`config.mk`:
```
export PLATFORM = sky130hd
export DESIGN_NAME = uart_tx_arbiter
export DESIGN_NICKNAME = d
export VERILOG_FILES = /design/src/rtl/uart_tx_arbiter.sv
export SDC_FILE = /design/constraint.sdc
export NUM_CORES = 1
export LEC_CHECK = 0
export CELL_PAD_IN_SITES_DETAIL_PLACEMENT = 0
export CELL_PAD_IN_SITES_GLOBAL_PLACEMENT = 2
export CORE_UTILIZATION = 31
export DETAILED_ROUTE_END_ITERATION = 7
export PLACE_DENSITY_LB_ADDON = 0.1
export SLEW_MARGIN = 40
export SYNTH_ARGS = -nofsm -noshare
export SYNTH_HDL_FRONTEND = slang
export SYNTH_SLANG_ARGS = --single-unit
```
`constraint.sdc`:
```
create_clock -name src_clk -period 4.61 [get_ports src_clk]
set_input_delay 0.922 -clock src_clk [delete_from_list [all_inputs] [get_ports src_clk]]
set_output_delay 0.922 -clock src_clk [all_outputs]
set_load 0.01 [all_outputs]
```
`src/rtl/uart_tx_arbiter.sv`:
```
// Round-robin sharing of one UART transmitter between NUM_REQ byte sources.
// Drives the Tx send/data/bussy handshake; bussy is resynchronised here.
module uart_tx_arbiter #(
    parameter int NUM_REQ     = 2,
    parameter int DATA_W      = 8,
    parameter int ACK_TIMEOUT = 65535
) (
    input  logic                      src_clk,
    input  logic                      rst,
    input  logic                      tx_enable,
    input  logic [NUM_REQ-1:0]        req,
    input  logic [NUM_REQ*DATA_W-1:0] req_data,
    output logic [NUM_REQ-1:0]        gnt,
    output logic                      tx_send,
    output logic [DATA_W-1:0]         tx_data,
    input  logic                      tx_bussy,
    output logic                      busy,
    output logic [2:0]                last_src,
    output logic                      err_timeout
);

    localparam int PW = $clog2(NUM_REQ);
    localparam int CW = (ACK_TIMEOUT > 1) ? $clog2(ACK_TIMEOUT) : 1;

    typedef enum logic [1:0] {IDLE, SEND, DRAIN} state_t;

    state_t              r_state, w_state_nxt;
    logic                r_bsy_m, r_bsy_s;
    logic [PW-1:0]       r_ptr, w_ptr_nxt;
    logic [CW-1:0]       r_cnt, w_cnt_nxt;
    logic [NUM_REQ-1:0]  r_gnt, w_gnt_nxt;
    logic                r_send, w_send_nxt;
    logic [DATA_W-1:0]   r_data, w_data_nxt;
    logic                r_busy, w_busy_nxt;
    logic [2:0]          r_last, w_last_nxt;
    logic                r_err, w_err_nxt;
    logic                w_found;
    logic [PW-1:0]       w_win;

    function automatic logic [PW-1:0] rr_idx(input logic [PW-1:0] p,
                                             input int k);
        int s;
        s = int'(p) + k;
        if (s >= NUM_REQ) s = s - NUM_REQ;
        return PW'(s);
    endfunction

    // Scan downward so the requester closest to the pointer is kept last.
    always_comb begin
        w_found = 1'b0;
        w_win   = '0;
        for (int k = NUM_REQ - 1; k >= 0; k--) begin
            if (req[rr_idx(r_ptr, k)]) begin
                w_found = 1'b1;
                w_win   = rr_idx(r_ptr, k);
            end
        end
    end

    always_comb begin
        w_state_nxt = r_state;
        w_ptr_nxt   = r_ptr;
        w_cnt_nxt   = r_cnt;
        w_gnt_nxt   = '0;
        w_send_nxt  = r_send;
        w_data_nxt  = r_data;
        w_last_nxt  = r_last;
        w_err_nxt   = 1'b0;
        unique case (r_state)
            IDLE: begin
                if (tx_enable && w_found && !r_bsy_s) begin
                    w_gnt_nxt[w_win] = 1'b1;
                    w_data_nxt  = req_data[int'(w_win)*DATA_W +: DATA_W];
                    w_last_nxt  = 3'(w_win);
                    w_ptr_nxt   = (w_win == PW'(NUM_REQ - 1)) ? '0
                                : w_win + PW'(1);
                    w_send_nxt  = 1'b1;
                    w_cnt_nxt   = '0;
                    w_state_nxt = SEND;
                end
            end
            SEND: begin
                if (r_bsy_s) begin
                    w_send_nxt  = 1'b0;
                    w_state_nxt = DRAIN;
                end else if (r_cnt == CW'(ACK_TIMEOUT - 1)) begin
                    w_send_nxt  = 1'b0;
                    w_err_nxt   = 1'b1;
                    w_state_nxt = IDLE;
                end else begin
                    w_cnt_nxt = r_cnt + CW'(1);
                end
            end
            DRAIN: begin
                if (!r_bsy_s) w_state_nxt = IDLE;
            end
            default: w_state_nxt = IDLE;
        endcase
        w_busy_nxt = (w_state_nxt != IDLE);
    end

    always_ff @(posedge src_clk) begin
        if (rst) begin
            r_state <= IDLE;
            r_bsy_m <= 1'b0;
            r_bsy_s <= 1'b0;
            r_ptr   <= '0;
            r_cnt   <= '0;
            r_gnt   <= '0;
            r_send  <= 1'b0;
            r_data  <= '0;
            r_busy  <= 1'b0;
            r_last  <= '0;
            r_err   <= 1'b0;
        end else begin
            r_state <= w_state_nxt;
            r_bsy_m <= tx_bussy;
            r_bsy_s <= r_bsy_m;
            r_ptr   <= w_ptr_nxt;
            r_cnt   <= w_cnt_nxt;
            r_gnt   <= w_gnt_nxt;
            r_send  <= w_send_nxt;
            r_data  <= w_data_nxt;
            r_busy  <= w_busy_nxt;
            r_last  <= w_last_nxt;
            r_err   <= w_err_nxt;
        end
    end

    assign gnt         = r_gnt;
    assign tx_send     = r_send;
    assign tx_data     = r_data;
    assign busy        = r_busy;
    assign last_src    = r_last;
    assign err_timeout = r_err;

endmodule
```
## Word-level counts from Yosys, hierarchy flattened

Cells that the tools add are included.

| operators by class | value |
|---|---|
| add/subtract/negate cells | 5 |
| $mul | 0 |
| div/mod/pow operators | 0 |
| order comparisons | 6 |
| eq/ne operators | 7 |
| shift-type cells | 1 |
| muxes and demuxes | 27 |
| bitwise operators | 3 |
| reductions and logical operators | 12 |

Operators with widths:

| kind | number |
|---|---|
| 2-to-1 mux 16 bit | 3 |
| case mux 16 bit (2 select lines) | 1 |
| adder 16 x 1 -> 16 bit, second input constant | 1 |
| equality test 16 bit, second input constant | 1 |
| 2-to-1 mux 1 bit | 16 |
| indexed part select 16 x 5 -> 8 bit | 1 |
| 2-to-1 mux 2 bit | 4 |
| < comparator 1 x 2 -> 1 bit, second input constant | 3 |
| != test 2 bit, second input constant | 3 |
| case mux 2 bit (3 select lines) | 1 |
| OR reduction 3 bit | 2 |
| AND reduction 4 bit | 1 |
| nonzero test 2 bit | 2 |
| logical AND 1 bit | 3 |
| != test 3 bit, second input constant | 1 |
| NOT 1 bit | 3 |
| AND reduction 3 bit | 1 |
| adder 1 x 1 -> 2 bit, second input constant | 1 |
| equality test 2 x 1 -> 1 bit, second input constant | 1 |
| equality test 2 bit, second input constant | 1 |
| >= comparator 1 x 2 -> 1 bit, second input constant | 1 |
| >= comparator 2 bit, second input constant | 1 |
| logical NOT 2 bit | 1 |
| case mux 1 bit (2 select lines) | 1 |
| 6 further kinds | 7 |

| word-level totals | value |
|---|---|
| register bits | 35 |
| latch bits | 0 |
| bits in writable memories | 0 |
| ROM bits | 0 |
| input bits | 22 |
| output and inout port bits | 16 |
| logic and storage cells | 72 |
| memories | 0 |

## Longest topological paths before layout

| depth | value |
|---|---|
| depth after elaboration | 12 |
| gate-level depth with buffers | 8 |
| gate-level depth less buffers | 7 |

## Least setup slack after synthesis

No wires, ideal clock.

| path | value |
|---|---|
| path kind | in2reg |
| start | input tx_enable |
| end | register r_cnt[7] |
| data arrival time | 1.985 ns |
| required time | 4.539 ns |
| setup slack | 2.555 ns |
| cell stages on the path | 6 |
| path through | nor4b_1 o21a_1 a21oi_2 buf_6 or3_1 a21oi_1 |

| between the ends | value |
|---|---|
| longest elaborated chain between the ends | 4 |

RTL lines:

| what | line | source |
|---|---|---|
| from (decl) | 10 | `input logic tx_enable,` |
| logical AND 1 bit (2 in series) | 71 | `if (tx_enable && w_found && !r_bsy_s) begin` |
| != test 2 bit (no line) | n/a |  |
| AND reduction 4 bit (no line) | n/a |  |
| to (signal assigned) | 120 | `r_cnt <= w_cnt_nxt;` |
| to (decl) | 30 | `logic [CW-1:0] r_cnt, w_cnt_nxt;` |

No other way between the ends.
A chain may end at the register's enable or synchronous reset.

## Worst setup path after layout

| path | value |
|---|---|
| start | input tx_enable |
| end | register r_cnt[4] |

The elaborated chain is that of the path after synthesis.

==> impl_summary.log <==
INFO  metric chipWidth = 73.4 um
INFO  metric floorplan.die.height = 73.4 um
INFO  metric sequential_share_of_power = 47.3%
INFO  metric finish.utilization = 42.7%
INFO  metric clock_insertion_delay_worst_skew = 290 ps
INFO  metric post_route_ant_nets = 0
INFO  metric routed_wire_length_per_instance = 13.1 um
INFO  metric floorplan.initialDensity = 32.8%
INFO  metric post_cts_buffers = 0
INFO  metric netlist_area = 1580 um^2
INFO  metric timing.max_slew.rel_slack = 53.5%
INFO  metric multi_input_comb_area = 815 um^2
INFO  metric holdWs = 441 ps
INFO  metric floorplan.io_pins = 38
INFO  metric port_buffers = 35
INFO  metric fin_tns_setup = 0 ps
INFO  metric achievable-frequency = 346 MHz
INFO  metric worst_pin_slew = 692 ps
INFO  metric floorplan.die_area = 5390 um^2
INFO  metric timing.clock.skew = 6.56 ps
INFO  metric grt_pass1_vias = 1238
INFO  metric path_class = input pin to flip-flop
INFO  metric largest_area_contributor_in_the_netlist = sky130_fd_sc_hd__dfxtp_1
INFO  metric ctsResizeCount = 0
INFO  metric worstPathArrival = 3110 ps
INFO  metric worstReg2RegEnd = r_cnt[4]$_SDFFE_PP0P_
INFO  metric tritoncts_clock_tree = built
INFO  metric floorplan.core_area = 4820 um^2
INFO  metric post-route-drc-count = 0
INFO  metric worst_hold_startpoint = r_bsy_m$_SDFF_PP0_
INFO  metric finalWorstPathRequiredPeriod = 2890 ps
INFO  metric nets = 238
INFO  metric hold_viol = 0
INFO  metric cts.clk_slew.worst_paths = 70 ps
INFO  metric postSynthRegisterBits = 35
INFO  metric power_density = 333 nW/um^2
INFO  metric power.clock.fraction = 38.4%
INFO  metric cp_max_fo = 20
INFO  metric sw_frac_of_total = 23.6%
INFO  metric drt-initial-drc-count = 84
INFO  metric cts_sinks = 35
INFO  metric synth.most_common_cell = sky130_fd_sc_hd__dfxtp_1
INFO  metric detail_route.first_pass.iterations = 4
INFO  metric timing.critical_path.from_type = input pin
INFO  metric post-synth-top-area-fraction = 44.3%
INFO  metric r2r.worst_path.cells = 5
INFO  metric p_int = 523 uW
INFO  metric synth.cells.most_frequent = sky130_fd_sc_hd__dfxtp_1 (35), sky130_fd_sc_hd__nor2_1 (24), sky130_fd_sc_hd__o21ai_0 (13)
INFO  metric post_cts_hold_fix_bufs = 0
INFO  metric vias = 1388
INFO  metric critPathCaptureType = flip-flop
INFO  metric report.final.setup_viol = 0
INFO  metric antenna_found_initial = 0
INFO  metric post_syn_instances = 180
INFO  metric synth.distinct_cells = 41
INFO  metric placementRows = 25
INFO  metric area.growth.synth_to_final = 30.2%
INFO  metric clock-root-buffer = sky130_fd_sc_hd__clkbuf_8
INFO  metric syn_area_per_cell = 8.78 um^2
INFO  metric maxCapViolations = 0
INFO  metric run_status = completed
INFO  metric grt_max_degree = 21
INFO  metric num_antenna_cells = 0
INFO  metric ys_async_sr_fraction = 0%
INFO  metric leak = 0.732 nW
INFO  metric layout-drive-gt1-share = 6.07%
INFO  metric grt_pass1_wl = 5.97 mm
INFO  metric p_comb_share = 14.3%
INFO  metric ys_seq_area_share = 44.3%
INFO  metric setup_repair_after_global_routing_missed_its_margin = no
INFO  metric h-tree-depth = 2
INFO  metric num-fill-cells = 505
INFO  metric whs_endpoint = r_bsy_s$_SDFF_PP0_
INFO  metric grt_overflow = 0
INFO  metric switchingPower = 161 uW
INFO  metric ys.warnings.count = 0
INFO  metric r2r_setup_slack = 2370 ps
INFO  metric worstReg2RegStart = r_state[0]$_SDFF_PP0_
INFO  metric routabilityCongestion = 0.791
INFO  metric cts_buffers = 5
INFO  metric hp-class = flip-flop to flip-flop
INFO  metric place_hpwl = 2.71 mm
INFO  metric worst_ep_required_time = 4830 ps
INFO  metric netlist_top_cells_area = sky130_fd_sc_hd__dfxtp_1 (44%), sky130_fd_sc_hd__nor2_1 (5.7%), sky130_fd_sc_hd__mux2i_1 (5.1%)
INFO  metric maxSlewViolCount = 0
INFO  metric vdd_drop_max = 0.147 mV
INFO  metric final.period_utilization = 62.7%
INFO  metric register_area = 701 um^2
INFO  metric drt-vias-per-instance = 4.94
INFO  metric post_synth_edffs = 0
INFO  metric hold-path-cell-count = 1
INFO  metric synth_top_flop_cell = sky130_fd_sc_hd__dfxtp_1
INFO  metric clockBufferDepth = 2
INFO  metric drt-total-wl = 3.69 mm
INFO  metric grt_use_total = 14.9%
## per-layer routing
layer,vias to the layer above,track usage (%),routed length [um]
li1,712,-,-
met1,643,19.4,1740
met2,27,22.7,1740
met3,6,4.94,159
met4,0,5.77,48
met5,-,0,0
## logic make-up after synthesis
family	share of synthesized area, %
AND/OR/NAND/NOR	25.3
adder cells (fa/ha/maj)	1.58
other	0.237
flip-flops	44.3
AO/OA/AOI/OAI	15.0
buffers and inverters	4.59
XOR/XNOR	3.88
multiplexers	5.07
## through the flow
stage	instance area [um^2]	power [mW]	setup slack [ps]	instances
4_1_cts	2060	0.697	1680	281
5_1_grt	2060	0.718	1480	281
2_1_floorplan	1580	0.385	2550	181
3_5_place_dp	1960	0.430	1400	274
6_report	2060	0.685	1720	281
3_3_place_gp	1960	0.428	1380	274
## layout by cell type, fill, tap and decap left out, types with 2 or more instances in the layout
| cell type | instances |
|---|---|
| sky130_fd_sc_hd__nor2b_1 | 4 |
| sky130_fd_sc_hd__ha_1 | 2 |
| sky130_fd_sc_hd__nor4b_1 | 2 |
| sky130_fd_sc_hd__conb_1 | 2 |
| sky130_fd_sc_hd__a21oi_1 | 9 |
| sky130_fd_sc_hd__o21ai_0 | 12 |
| sky130_fd_sc_hd__mux2i_1 | 8 |
| sky130_fd_sc_hd__nand4_1 | 6 |
| sky130_fd_sc_hd__and3_1 | 2 |
| sky130_fd_sc_hd__clkbuf_8 | 5 |
| sky130_fd_sc_hd__nand2b_1 | 2 |
| sky130_fd_sc_hd__nor2_1 | 24 |
| sky130_fd_sc_hd__or4_1 | 3 |
| sky130_fd_sc_hd__xnor2_1 | 5 |
| sky130_fd_sc_hd__nor3_1 | 6 |
| sky130_fd_sc_hd__a211oi_1 | 9 |
| sky130_fd_sc_hd__inv_1 | 3 |
| sky130_fd_sc_hd__clkdlybuf4s50_1 | 34 |
| sky130_fd_sc_hd__nand2_1 | 12 |
| sky130_fd_sc_hd__dfxtp_1 | 35 |
| sky130_fd_sc_hd__nor4_1 | 3 |
| sky130_fd_sc_hd__nand3_1 | 4 |
| sky130_fd_sc_hd__xor2_1 | 2 |
| sky130_fd_sc_hd__or3_1 | 3 |
## layout make-up
type	count	area share (%)
inverters	3	0.547
flip-flops and latches	35	34.0
clock inverters	1	1.46
well taps	67	4.07
clock buffers	6	3.53
multi-input cells	134	39.6
repair buffers	35	16.8
## power by group through the flow
stage | Combinational [mW] | Sequential, mW | Clock (mW)
after floorplan | 0.0513 | 0.334 | 0
after global placement | 0.0977 | 0.330 | 0
after detailed placement | 0.0997 | 0.331 | 0
after CTS | 0.100 | 0.324 | 0.273
after global routing | 0.108 | 0.325 | 0.285
final | 0.0981 | 0.323 | 0.263
## worst max-delay path by stage
| stage | startpoint | to | slack [ps] | cells past startpoint |
|---|---|---|---|---|
| final | tx_enable | r_cnt[4]$_SDFFE_PP0P_ | 1720 | 6 |
| after global routing | tx_enable | r_cnt[4]$_SDFFE_PP0P_ | 1480 | 6 |
| after CTS | tx_enable | r_cnt[4]$_SDFFE_PP0P_ | 1680 | 6 |
| after detailed placement | tx_enable | r_cnt[4]$_SDFFE_PP0P_ | 1400 | 6 |
| after global placement | tx_enable | r_cnt[4]$_SDFFE_PP0P_ | 1380 | 6 |
| after floorplan | tx_enable | r_cnt[7]$_SDFFE_PP0P_ | 2550 | 6 |
## state kept, by name, summed over array words and instances, names as in the netlist
name,count
r_bsy_m,1
gnt,2
err_timeout,1
busy,1
last_src,1
tx_send,1
r_bsy_s,1
r_state,2
tx_data,8
r_cnt,16
r_ptr,1
## critical path: stages
cell	delay, ps
sky130_fd_sc_hd__clkdlybuf4s50_1	450
sky130_fd_sc_hd__nor4b_1	310
sky130_fd_sc_hd__o21a_1	590
sky130_fd_sc_hd__a21oi_2	210
sky130_fd_sc_hd__or3_2	490
sky130_fd_sc_hd__a21oi_1	140
(Power assumes the default switching activity.)
